File: src/rtl/m_alu_pkg.sv
// -----------------------------------------------------------------------------
// m_alu_pkg
// Shared definitions for the ALU arbiter slice:
//   - 4-bit ALU selector encodings for the supported operations
//   - arbiter FSM state encoding
//   - is_legal_sel(): 1 when a selector names a supported operation
// -----------------------------------------------------------------------------
package m_alu_pkg;

    localparam int unsigned DATA_W = 32;
    localparam int unsigned SEL_W  = 4;

    localparam logic [SEL_W-1:0] SEL_AND = 4'b0000;
    localparam logic [SEL_W-1:0] SEL_OR  = 4'b0001;
    localparam logic [SEL_W-1:0] SEL_ADD = 4'b0010;
    localparam logic [SEL_W-1:0] SEL_SUB = 4'b0110;
    localparam logic [SEL_W-1:0] SEL_SLT = 4'b0111;
    localparam logic [SEL_W-1:0] SEL_NOR = 4'b1100;

    typedef enum logic [1:0] {
        ST_IDLE = 2'd0,
        ST_EXEC = 2'd1,
        ST_RESP = 2'd2
    } state_t;

    function automatic logic is_legal_sel(input logic [SEL_W-1:0] sel);
        logic legal;
        case (sel)
            SEL_AND, SEL_OR, SEL_ADD, SEL_SUB, SEL_SLT, SEL_NOR: legal = 1'b1;
            default:                                             legal = 1'b0;
        endcase
        return legal;
    endfunction

endpackage

File: src/rtl/m_alu_arbiter_alu.sv
// -----------------------------------------------------------------------------
// m_alu_arbiter_alu
// Purely combinational 32-bit ALU shared by both arbiter ports.
// Ports:
//   a, b     in  32  operands
//   sel      in  4   operation selector
//   result   out 32  operation result (0 for unsupported selectors)
//   zero     out 1   result == 0
//   illegal  out 1   selector is not a supported operation
// -----------------------------------------------------------------------------
module m_alu_arbiter_alu
    import m_alu_pkg::*;
(
    input  logic [DATA_W-1:0] a,
    input  logic [DATA_W-1:0] b,
    input  logic [SEL_W-1:0]  sel,
    output logic [DATA_W-1:0] result,
    output logic              zero,
    output logic              illegal
);

    always_comb begin
        result  = '0;
        illegal = ~is_legal_sel(sel);
        case (sel)
            SEL_AND: result = a & b;
            SEL_OR:  result = a | b;
            SEL_ADD: result = a + b;
            SEL_SUB: result = a - b;
            // Unsigned compare, result is 0 or 1.
            SEL_SLT: result = {{(DATA_W-1){1'b0}}, (a < b)};
            SEL_NOR: result = ~(a | b);
            default: result = '0;
        endcase
        zero = (result == '0);
    end

endmodule

File: src/rtl/m_alu_arbiter.sv
// -----------------------------------------------------------------------------
// m_alu_arbiter
// Round-robin arbiter sharing one ALU between two requesters. Operands are
// registered on acceptance, the ALU result is registered one cycle later and
// held on the response port until the owning requester consumes it.
// Ports:
//   clk, reset               clock, synchronous active-high reset
//   req_valid/req_ready [2]  request handshake, bit i = port i
//   req_a*/req_b*/req_sel*   operands and selector for port 0 / port 1
//   rsp_valid/rsp_ready [2]  response handshake, only the owner bit is used
//   rsp_result/zero/illegal  registered ALU outputs, shared by both ports
//   busy                     FSM is not idle
//   cnt0, cnt1               saturating completed-operation counters
// -----------------------------------------------------------------------------
module m_alu_arbiter
    import m_alu_pkg::*;
#(
    parameter int CNT_W     = 16,
    parameter int INIT_PRIO = 0
) (
    input  logic              clk,
    input  logic              reset,
    input  logic [1:0]        req_valid,
    output logic [1:0]        req_ready,
    input  logic [DATA_W-1:0] req_a0,
    input  logic [DATA_W-1:0] req_a1,
    input  logic [DATA_W-1:0] req_b0,
    input  logic [DATA_W-1:0] req_b1,
    input  logic [SEL_W-1:0]  req_sel0,
    input  logic [SEL_W-1:0]  req_sel1,
    output logic [1:0]        rsp_valid,
    input  logic [1:0]        rsp_ready,
    output logic [DATA_W-1:0] rsp_result,
    output logic              rsp_zero,
    output logic              rsp_illegal,
    output logic              busy,
    output logic [CNT_W-1:0]  cnt0,
    output logic [CNT_W-1:0]  cnt1
);

    localparam logic             PRIO_RST = (INIT_PRIO != 0);
    localparam logic [CNT_W-1:0] CNT_MAX  = {CNT_W{1'b1}};

    state_t              state_q, state_d;
    logic                prio_q;
    logic                owner_q;
    logic [DATA_W-1:0]   a_q, b_q;
    logic [SEL_W-1:0]    sel_q;
    logic [DATA_W-1:0]   result_q;
    logic                zero_q, illegal_q;
    logic [CNT_W-1:0]    cnt_q [2];

    logic [DATA_W-1:0]   alu_result;
    logic                alu_zero, alu_illegal;

    // Arbitration: a lone valid port wins; on contention the priority port wins.
    logic                grant_id;
    logic                accept;
    logic                rsp_hs;

    always_comb begin
        case (req_valid)
            2'b01:   grant_id = 1'b0;
            2'b10:   grant_id = 1'b1;
            default: grant_id = prio_q;
        endcase
    end

    assign accept = (state_q == ST_IDLE) && (|req_valid);
    assign rsp_hs = (state_q == ST_RESP) && rsp_ready[owner_q];

    // ---------------- FSM: state register ----------------
    always_ff @(posedge clk) begin
        if (reset) begin
            state_q <= ST_IDLE;
        end else begin
            state_q <= state_d;
        end
    end

    // ---------------- FSM: next state ----------------
    always_comb begin
        state_d = state_q;
        case (state_q)
            ST_IDLE: if (accept) state_d = ST_EXEC;
            ST_EXEC: state_d = ST_RESP;
            ST_RESP: if (rsp_hs) state_d = ST_IDLE;
            default: state_d = ST_IDLE;
        endcase
    end

    // ---------------- FSM: outputs ----------------
    always_comb begin
        req_ready = 2'b00;
        rsp_valid = 2'b00;
        busy      = (state_q != ST_IDLE);
        case (state_q)
            ST_IDLE: if (accept) req_ready[grant_id] = 1'b1;
            ST_RESP: rsp_valid[owner_q] = 1'b1;
            default: ;
        endcase
    end

    // ---------------- Datapath registers ----------------
    always_ff @(posedge clk) begin
        if (reset) begin
            prio_q    <= PRIO_RST;
            owner_q   <= 1'b0;
            a_q       <= '0;
            b_q       <= '0;
            sel_q     <= '0;
            result_q  <= '0;
            zero_q    <= 1'b0;
            illegal_q <= 1'b0;
        end else begin
            if (accept) begin
                owner_q <= grant_id;
                prio_q  <= ~grant_id;
                a_q     <= grant_id ? req_a1   : req_a0;
                b_q     <= grant_id ? req_b1   : req_b0;
                sel_q   <= grant_id ? req_sel1 : req_sel0;
            end
            if (state_q == ST_EXEC) begin
                result_q  <= alu_result;
                zero_q    <= alu_zero;
                illegal_q <= alu_illegal;
            end
        end
    end

    m_alu_arbiter_alu u_alu (
        .a       (a_q),
        .b       (b_q),
        .sel     (sel_q),
        .result  (alu_result),
        .zero    (alu_zero),
        .illegal (alu_illegal)
    );

    // ---------------- Per-port saturating completion counters ----------------
    generate
        for (genvar gi = 0; gi < 2; gi++) begin : g_cnt
            localparam logic PORT_ID = (gi != 0);
            always_ff @(posedge clk) begin
                if (reset) begin
                    cnt_q[gi] <= '0;
                end else if (rsp_hs && (owner_q == PORT_ID) && (cnt_q[gi] != CNT_MAX)) begin
                    cnt_q[gi] <= cnt_q[gi] + 1'b1;
                end
            end
        end
    endgenerate

    assign cnt0        = cnt_q[0];
    assign cnt1        = cnt_q[1];
    assign rsp_result  = result_q;
    assign rsp_zero    = zero_q;
    assign rsp_illegal = illegal_q;

endmodule

File: config.mk
export PLATFORM = sky130hd
export DESIGN_NAME = m_alu_arbiter
export DESIGN_NICKNAME = d
export VERILOG_FILES = /design/src/rtl/m_alu_pkg.sv /design/src/rtl/m_alu_arbiter_alu.sv /design/src/rtl/m_alu_arbiter.sv
export SDC_FILE = /design/constraint.sdc
export NUM_CORES = 1
export LEC_CHECK = 0
export CAP_MARGIN = 20
export CORE_AREA = 2 2 152 154
export CTS_CLUSTER_DIAMETER = 120
export DETAILED_ROUTE_END_ITERATION = 8
export DIE_AREA = 0 0 154 156
export PLACE_DENSITY_LB_ADDON = 0.05
export SYNTH_ARGS = -nofsm -noshare
export SYNTH_HDL_FRONTEND = slang
export SYNTH_SLANG_ARGS = --single-unit
File: constraint.sdc
create_clock -name clk -period 4.2 [get_ports clk]
set_input_delay 0.84 -clock clk [delete_from_list [all_inputs] [get_ports clk]]
set_output_delay 0.84 -clock clk [all_outputs]
set_load 0.1 [all_outputs]
-- After elaboration in Yosys (flattened, before gate mapping)
Memories as Yosys holds them, arrays and structs flattened.
Cells that the tools add are included.
- register bits: 106
- memory bits (writable): 32
- input bits: 142
- output and inout port bits: 71
- memories: 1
- add/subtract/negate cells: 4
- magnitude comparators: 5
- equality and inequality tests: 13
- muxes and demuxes: 28
- bitwise operators: 8
- reduce and logical (&&, ||, !) cells: 15
- memories (memory ; words ; width ; rd ports ; clocked after memory_dff ; wr ports ; RTL line ; RTL):
    cnt_q ; 2 ; 16 ; 2 ; 0 ; 2 ; m_alu_arbiter.sv:51 ; logic [CNT_W-1:0] cnt_q [2];
- operators by type and width (cell ; number):
    case mux 32 bit (6 select lines) ; 1
    two-way mux 32 bit ; 2
    adder 16 x 1 -> 16 bit (second input constant) ; 2
    adder 32 bit ; 1
    AND 32 bit ; 1
    logical NOT 32 bit ; 1
    < comparator 32 bit ; 1
    two-way mux 16 bit ; 2
    != test 16 bit (second input constant) ; 2
    inverter 32 bit ; 1
    bitwise OR 32 bit ; 1
    subtractor 32 bit ; 1
    two-way mux 1 bit ; 13
    two-way mux 2 bit ; 5
    == test 4 x 3 -> 1 bit (second input constant) ; 2
    logical AND 1 bit ; 8
    case mux 2 bit (3 select lines) ; 1
    OR reduction 6 bit ; 1
    == test 2 x 1 -> 1 bit (second input constant) ; 2
    == test 2 bit (second input constant) ; 2
    == test 4 x 1 -> 1 bit (second input constant) ; 1
    == test 4 x 2 -> 1 bit (second input constant) ; 1
    == test 4 bit (second input constant) ; 1
    logical NOT 4 bit ; 1
    other kinds (12) ; 19

-- Longest topological paths before layout
Gate-level depths: netlist (run 1).
- depth after elaboration: 9
- depth in mapped cells: 13

-- Modules after synthesis
Synthesis (run 1) repeated with hierarchy kept, for this count alone.
- cells, all modules: 1490
- area, all modules: 11760.0 sq um
- modules (own cells, without submodules) (module ; instances ; cells each ; area an instance (sq um) ; sequential area each (sq um)):
    m_alu_arbiter ; 1 ; 635 ; 6107.1 ; 3083.0
    m_alu_arbiter_alu ; 1 ; 855 ; 5652.9 ; 0.0

-- Worst setup path before layout (run 1)
No wires, ideal clock.
- path type: in2out
- start point: input port req_valid[0]
- end point: output port req_ready[0]
- arrival: 3454 ps
- required time: 3360 ps
- setup slack: -94 ps
- stages: 6
- path buffers: 2
- cells stage by stage: inv_1 > ha_1 > mux2i_1 > clkbuf_1 > buf_1 > nor2b_1
- longest elaborated chain between the ends: 8
- elaborated cells on any way between the ends: 12
- RTL lines (element ; RTL line ; RTL):
    from (decl) ; m_alu_arbiter.sv:23 ; input logic [1:0] req_valid,
    == test 2 bit or == test 2 x 1 -> 1 bit (tied branches) ; m_alu_arbiter.sv:62 ; case (req_valid)
    case mux 1 bit (2 select lines) ; m_alu_arbiter.sv:62 ;
    < comparator 1 x 2 -> 1 bit (implied by the code) or greater-or-equal comparator 1 bit (tied branches) ; m_alu_arbiter.sv:98 ; ST_IDLE: if (accept) req_ready[grant_id] = 1'b1;
    logical AND 1 bit (implied by the code) ; m_alu_arbiter.sv:98 ;
    two-way mux 1 bit (implied by the code) ; m_alu_arbiter.sv:98 ;
    demux 1 bit (select 1 bit) ; m_alu_arbiter.sv:98 ;
    two-way mux 2 bit (*) ; m_alu_arbiter.sv:98 ;
    two-way mux 2 bit (*) ; m_alu_arbiter.sv:97 ; case (state_q)
    to (decl) ; m_alu_arbiter.sv:24 ; output logic [1:0] req_ready,
Every way passes the cells marked *; elsewhere a longest branch is shown, timed or not.

-- Worst setup path in the final report (run 1)
- start point: register b_q[0]
- end point: register zero_q, in the netlist rsp_zero
- longest elaborated chain between the ends: 4
- elaborated cells on any way between the ends: 8
- RTL lines (element ; RTL line ; RTL):
    from (decl) ; m_alu_arbiter.sv:47 ; logic [DATA_W-1:0] a_q, b_q;
    from (signal assigned) ; m_alu_arbiter.sv:120 ; b_q <= grant_id ? req_b1 : req_b0;
    branches (longest 2 deep; another with subtractor 32 bit) ; - ;
    case mux 32 bit (6 select lines) (*) ; m_alu_arbiter_alu.sv:25 ; case (sel)
    logical NOT 32 bit (*) ; m_alu_arbiter_alu.sv:35 ; zero = (result == '0);
    to (signal assigned) ; m_alu_arbiter.sv:125 ; zero_q <= alu_zero;
    to (decl) ; m_alu_arbiter.sv:50 ; logic zero_q, illegal_q;
Every way passes the cells marked *.
A chain may end at the register's enable or synchronous reset.

==> impl_metrics.csv, run 1 <==
group,metric,value,unit
run_status,status,"complete, no violations",
worst_setup_path,crit_path_end_kind,"flop",
synth,synthDistinctLibCells,90,
timing,finalHoldViolCount,0,
worst_hold_path,hp-class,"reg -> reg",
timing,rsz0062_at_grt,"false",
cts,htree_levels,4,
synth,synth_edf_count,32,
drt,drtPass1Iterations,6,
cts,cts_sinks,138,
worst_setup_path,critPathLaunchType,"flop",
synth,synth_fa_ha_area_frac,0.1111,
synth,synth_top_area_share,0.1758,
synth,synth-compound-area-share,0.2728,
timing,setup_violations,0,
synth,synthSimpleGateAreaFrac,0.1915,
synth,synth_top_family_by_area,"compound AO/OA/AOI/OAI gates",
drt,ant_nets,0,
final_layout,num_antenna_cells,0,
pwr,max-vdd-ir-drop,249.5,uV
synth,ys_ff_latch,138,
die,start_util,0.5396,
placed_design,dpl_cell_area,14460,um^2
timing,finClkSkew,0.01142,ns
pwr,p_total,6.495,mW
worst_setup_path,worstPathMaxFanout,5,
cts,cts_setup_buffers,0,
timing,slew_violations,0,
pwr,p_per_area,429.2,nW/um^2
synth,netlist_area,12070,um^2
timing,relSlewSlack,0.3156,
die,fp.dieH,156,um
synth,synthesis.nets,1778,
drt,drc,0,
drt,avgViaCountPerCell,6.276,
final_layout,area_delta_synth_final,25.40,%
cts,holdBufCountCts,0,
worst_setup_path,r2r_start,"b_q[0]$_SDFFE_PP0P_",
cts,insertion_delay,0.43,ns
cts,cts_buffer_depth,2,
die,ios,213,
cts,cts-root-buf,"clkbuf_16",
synth,synthCells,1530,
worst_setup_path,cp-endpoint,"rsp_zero$_SDFFE_PP0N_",
die,die_w,154,um
pwr,p_leak,6.096,nW
final_layout,nets,1949,
placed_design,place_congestion,1.021,
synth,seq_area_frac_synth,0.2555,
synth,async_flop_share,0,
timing,timing.fmax,254.9,MHz
final_layout,final_cell_area,15130,um^2
placed_design,post-place-ws,0.2824,ns
grt,gr-usage-all-layers,0.3323,
flow_run,drv_cap,0,
drt,route.vias.total,12550,
die,rows,55,
final_layout,layout-drive-gt1-share,0.06418,
synth,synth-xor-area-share,0.02903,
grt,grt_pass1_vias,11620,
timing,post-route-min-period,3.924,ns
cts,cts.clk_slew.worst_paths,0.06,ns
worst_setup_path,worstSetupStartpoint,"b_q[0]$_SDFFE_PP0P_",
die,fp.dieArea,24020,um^2
timing,fin_crit_sh,0.9342,
die,core_region_area,22370,um^2
cts,cts_tree,"done",
drt,wire_per_inst,20.40,um
timing,worstMarginPinSlew,1.023,ns
worst_setup_path,arrival,4.27,ns
grt,antenna_found_initial,1,
worst_setup_path,reg2regPathDepth,14,
synth,yosys.area.top_type,"dfxtp_1",
worst_setup_path,critPathRequiredTime,4.54,ns
cts,cts_buffers,17,
synth,yosysWarnings,0,
synth,ys.flop_type,"dfxtp_1",
cts,cts_resized,0,
timing,fin_tns_setup,0,ns
placed_design,io_buffer_count,212,
drt,drt-total-wl,40780,um
worst_setup_path,reg2reg_slack,0.28,ns
grt,grt-ovfl-total,0,
synth,synth.area.top_cells,"dfxtp_1 (18%), ha_1 (11%), edfxtp_1 (8.0%)",
timing,setup_slack,0.2765,ns
placed_design,dp.final_hpwl,30780,um
synth,synth_area_per_cell,7.887,um^2
drt,drt_iter0_drc,1340,
grt,grt_max_degree,138,
grt,grt_pass1_wl,63380,um
synth,synthMuxAreaShare,0.06667,
worst_setup_path,reg2reg_to,"rsp_zero$_SDFFE_PP0N_",
worst_setup_path,crit_type,"reg -> reg",
-- cell usage in the layout (no fill, tap or decap), types with 8 or more instances in the layout --
master and instances:
nor2_1 230, clkdlybuf4s50_1 209, dfxtp_1 106, ha_1 104, inv_1 103, a211oi_1 95, nand2_1 91, a21oi_1 85
mux2i_1 76, o21ai_0 47, a22oi_1 37, nor3_1 35, buf_4 35, edfxtp_1 32, nand3_1 30, xnor2_1 25
o22ai_1 23, nand4_1 19, clkbuf_16 17, nor4_1 15, xor2_1 15, nor2b_1 14, o31ai_1 14, and3_1 13
o211ai_1 13, nand2b_1 12, a21o_1 12, o221ai_1 11, a221oi_1 10, o21a_1 10, o22a_1 9, a31oi_1 8
buf_12 8
-- kinds of logic after synthesis --
family          after synthesis
simple gates                502
compound gates              457
buf+inv                     207
flops                       138
fa+ha+maj                   106
mux                          80
xor+xnor                     40
-- per-stage QoR --
| step | hold WS [ns] | util | std cells |
|---|---|---|---|
| final | 0.4543 | 0.6766 | 1999 |
| after global routing | 0.4751 | 0.6766 | 1999 |
| after CTS | 0.4560 | 0.6749 | 1997 |
| after detailed placement | 0.4489 | 0.6464 | 1965 |
| after global placement | 0.4419 | 0.6464 | 1965 |
| after floorplan | 0.4562 | - | 1530 |
-- cells in the mapped netlist (all sizes together), types with 15 or more instances --
cell,instances
nor2,232
inv,105
nand3,30
buf,28
nand4,19
nor2b,16
clkbuf,72
a22oi,37
a211oi,95
xnor2,25
nor3,35
xor2,15
ha,104
nand2,91
dfxtp,106
nor4,16
o22ai,23
o21ai,50
edfxtp,32
mux2i,77
a21oi,86
-- where the power goes --
| part | internal, mW | switching, mW | total (mW) |
|---|---|---|---|
| registers | 1.50 | 0.140 | 1.64 |
| logic | 1.10 | 2.05 | 3.15 |
| clock network | 1.01 | 0.688 | 1.70 |
| total | 3.62 | 2.88 | 6.50 |
-- worst min path at each step --
| stage | from | end | cells past startpoint |
|---|---|---|---|
| final | rsp_result[23]$_SDFFE_PP0N_ | rsp_result[23]$_SDFFE_PP0N_ | 2 |
| after global placement | rsp_result[23]$_SDFFE_PP0N_ | rsp_result[23]$_SDFFE_PP0N_ | 2 |
| after floorplan | prio_q$_SDFFE_PP0P_ | prio_q$_SDFFE_PP0P_ | 2 |
| after CTS | rsp_result[23]$_SDFFE_PP0N_ | rsp_result[23]$_SDFFE_PP0N_ | 2 |
| after detailed placement | rsp_result[29]$_SDFFE_PP0N_ | rsp_result[29]$_SDFFE_PP0N_ | 2 |
| after global routing | rsp_result[23]$_SDFFE_PP0N_ | rsp_result[23]$_SDFFE_PP0N_ | 2 |
-- layer usage --
metal / track usage / share of wire / vias to the layer above
met5: 0 / 0.00029 / -
met1: 0.4665 / 0.44 / 5817
met2: 0.5129 / 0.43 / 692
met3: 0.05833 / 0.10 / 88
li1: - / - / 5946
met4: 0.1193 / 0.031 / 2
-- critical path, cell delays in order, from the launching register on --
cell      delay (ns)
dfxtp_1         0.40
ha_1            0.26
inv_1           0.07
fa_1            0.37
nand2b_1        0.24
a21boi_2        0.25
o21ai_0         0.28
o311ai_1        0.47
buf_4           0.20
nand2_1         0.07
o21ai_0         0.27
o221ai_1        0.17
a22oi_1         0.30
nand4_1         0.21
o32ai_2         0.27
-- area by class of cell --
cell class	instances	area [um^2]
repair buffers	252	2515
multi-input cells	1185	8138
well taps	285	356.6
inverters	107	404.1
flip-flops and latches	138	3083
fillers	1874	7232
clock inverters	14	207.7
clock buffers	18	429.2
-- state kept, by name, summed over array words and instances (netlist names) --
name	flops
sel_q	4
rsp_illegal	1
b_q	32
owner_q	1
state_q	2
rsp_result	32
rsp_zero	1
cnt_q	32
prio_q	1
a_q	32
(Power assumes the default switching activity.)
==> run 2: changes to the inputs <==
--- a/config.mk
+++ b/config.mk
@@ -14,3 +14,4 @@
 export SYNTH_ARGS = -nofsm -noshare
 export SYNTH_HDL_FRONTEND = slang
 export SYNTH_SLANG_ARGS = --single-unit
+export TNS_END_PERCENT = 5
==> results of run 2 <==
Same layout as run 1: the final DEF is identical, and so are final timing and power.
==> run 3: changes to the inputs <==
--- a/config.mk
+++ b/config.mk
@@ -10,7 +10,8 @@
 export CTS_CLUSTER_DIAMETER = 120
 export DETAILED_ROUTE_END_ITERATION = 8
 export DIE_AREA = 0 0 154 156
-export PLACE_DENSITY_LB_ADDON = 0.05
+export HOLD_SLACK_MARGIN = 0.08
+export PLACE_DENSITY = 0.82
 export SYNTH_ARGS = -nofsm -noshare
 export SYNTH_HDL_FRONTEND = slang
 export SYNTH_SLANG_ARGS = --single-unit
==> impl_metrics.csv, run 3 (synthesis gave the netlist of run 1 again) <==
group,metric,value,unit
run_status,status,"complete, no violations",
cts,htree_levels,4,
final_layout,layout-drive-gt1-share,0.06527,
final_layout,nets,1951,
pwr,max-vdd-ir-drop,287.2,uV
pwr,p_per_area,416.0,nW/um^2
drt,drtPass1Iterations,6,
drt,drt-total-wl,41590,um
grt,grt-ovfl-total,0,
placed_design,io_buffer_count,212,
timing,rsz0062_at_grt,"false",
timing,slew_violations,0,
final_layout,num_antenna_cells,0,
worst_setup_path,slowest_stage,"or4_1",
final_layout,mostFrequentLayoutCells,"nor2_1 (230), clkdlybuf4s50_1 (209), dfxtp_1 (106)",
grt,gr-usage-all-layers,0.3420,
grt,grt_pass1_wl,65070,um
worst_setup_path,slowest_delay,0.61,ns
worst_setup_path,crit_buf_inv,1,
timing,fin_crit_sh,0.9581,
worst_setup_path,crit_type,"reg -> reg",
timing,worstMarginPinSlew,1.016,ns
timing,finClkSkew,0.01697,ns
placed_design,place_congestion,1.034,
placed_design,dp.final_hpwl,32450,um
worst_setup_path,cp_cell_sequence,"inv_1, ha_1, or4_1, nand4b_1, a21oi_1, nand3b_1, mux2_2, nor3_1, nand4_1, nor4_1, nand4b_1, o32ai_2",
placed_design,dpl.cell_count,1968,
worst_setup_path,crit_path_end_kind,"flop",
worst_setup_path,critPathRequiredTime,4.54,ns
drt,wire_per_inst,20.79,um
cts,cts_sinks,138,
cts,cts_buffers,17,
pwr,p_leak,6.050,nW
final_layout,stdcell_count,2001,
timing,finalHoldViolCount,0,
timing,fin_tns_setup,0,ns
cts,cts_tree,"done",
cts,cts_setup_buffers,0,
final_layout,final_common_cell,"nor2_1",
die,die_w,154,um
die,fp.dieArea,24020,um^2
flow_run,drv_cap,0,
timing,timing.fmax,248.5,MHz
die,core_region_area,22370,um^2
pwr,p_total,6.255,mW
die,ios,213,
grt,antenna_found_initial,0,
cts,insertion_delay,0.43,ns
drt,ant_nets,0,
die,fp.dieH,156,um
worst_setup_path,critPathLaunchType,"flop",
worst_setup_path,reg2reg_slack,0.18,ns
timing,post-route-min-period,4.024,ns
drt,route.vias.total,12440,
final_layout,area_delta_synth_final,24.58,%
timing,setup_violations,0,
grt,grt_pass1_vias,11930,
grt,grt_max_degree,138,
cts,holdBufCountCts,0,
worst_setup_path,path_delay_family,"simple AND/OR/NAND/NOR gates",
worst_hold_path,hp-class,"reg -> reg",
cts,cts_resized,0,
drt,drc,0,
cts,cts_buffer_depth,2,
worst_setup_path,worstPathMaxFanout,7,
die,rows,55,
drt,avgViaCountPerCell,6.218,
cts,cts-root-buf,"clkbuf_16",
worst_setup_path,arrival,4.36,ns
die,start_util,0.5396,
worst_setup_path,path_common_cell,"nand4b_1",
cts,cts.clk_slew.worst_paths,0.08,ns
drt,drt_iter0_drc,1075,
timing,relSlewSlack,0.3144,
## run 3: cell types whose count changed in the layout (fill, tap and decap cells not counted), sizes merged
cell | previous run | this run
clkinvlp | 1 | 3
clkbuf | 18 | 17
buf | 43 | 45
inv | 112 | 113
bufinv | 4 | 0
clkinv | 4 | 6
## run 3: where the power goes
| part | switching (mW) | total [mW] | internal [mW] |
|---|---|---|---|
| logic | 2.04 | 3.13 | 1.09 |
| registers | 0.140 | 1.64 | 1.50 |
| clock network | 0.712 | 1.49 | 0.776 |
| total | 2.89 | 6.25 | 3.37 |
## run 3: worst paths after layout
path | startpoint | to | depth (start not counted)
min reg2reg | rsp_result[29]$_SDFFE_PP0N_ | rsp_result[29]$_SDFFE_PP0N_ | 2
max reg2reg | a_q[9]$_SDFFE_PP0P_ | rsp_zero$_SDFFE_PP0N_ | 12
min | rsp_result[29]$_SDFFE_PP0N_ | rsp_result[29]$_SDFFE_PP0N_ | 2
max | a_q[9]$_SDFFE_PP0P_ | rsp_zero$_SDFFE_PP0N_ | 12
## run 3: metal layers
| metal | GRT usage | vias up | part of all wire |
|---|---|---|---|
| li1 | - | 5932 | - |
| met1 | 0.4619 | 5791 | 0.44 |
| met2 | 0.5403 | 638 | 0.43 |
| met3 | 0.07944 | 82 | 0.10 |
| met4 | 0.1130 | 0 | 0.028 |
| met5 | 0 | - | 0 |
## run 3: final cells by class
cell class / count / area [um^2]
flip-flops and latches: 138 / 3083
fillers: 1885 / 7331
inverters: 107 / 404.1
well taps: 285 / 356.6
repair buffers: 254 / 2500
multi-input cells: 1185 / 8138
clock buffers: 17 / 425.4
clock inverters: 15 / 127.6
## run 3: stage by stage
stage | hold WS, ns | utilization | setup slack (ns) | instance area, um^2
after floorplan | 0.4562 | - | 0.3325 | 12070
after detailed placement | 0.4581 | 0.6463 | 0.3424 | 14450
after global routing | 0.5045 | 0.6722 | 0.02423 | 15030
after CTS | 0.4682 | 0.6710 | 0.3105 | 15010
after global placement | 0.4419 | 0.6463 | 0.4468 | 14450
final | 0.4673 | 0.6722 | 0.1760 | 15030
## run 3: worst register-to-register path, delay by kind of cell (launching register included)
family	cells	cell delay (ns)
adders and majority gates	1	0.40
muxes	1	0.35
DFF	1	0.37
buffers and inverters	1	0.06
and+or+nand+nor	7	2.30
AOI/OAI and AO/OA	2	0.45
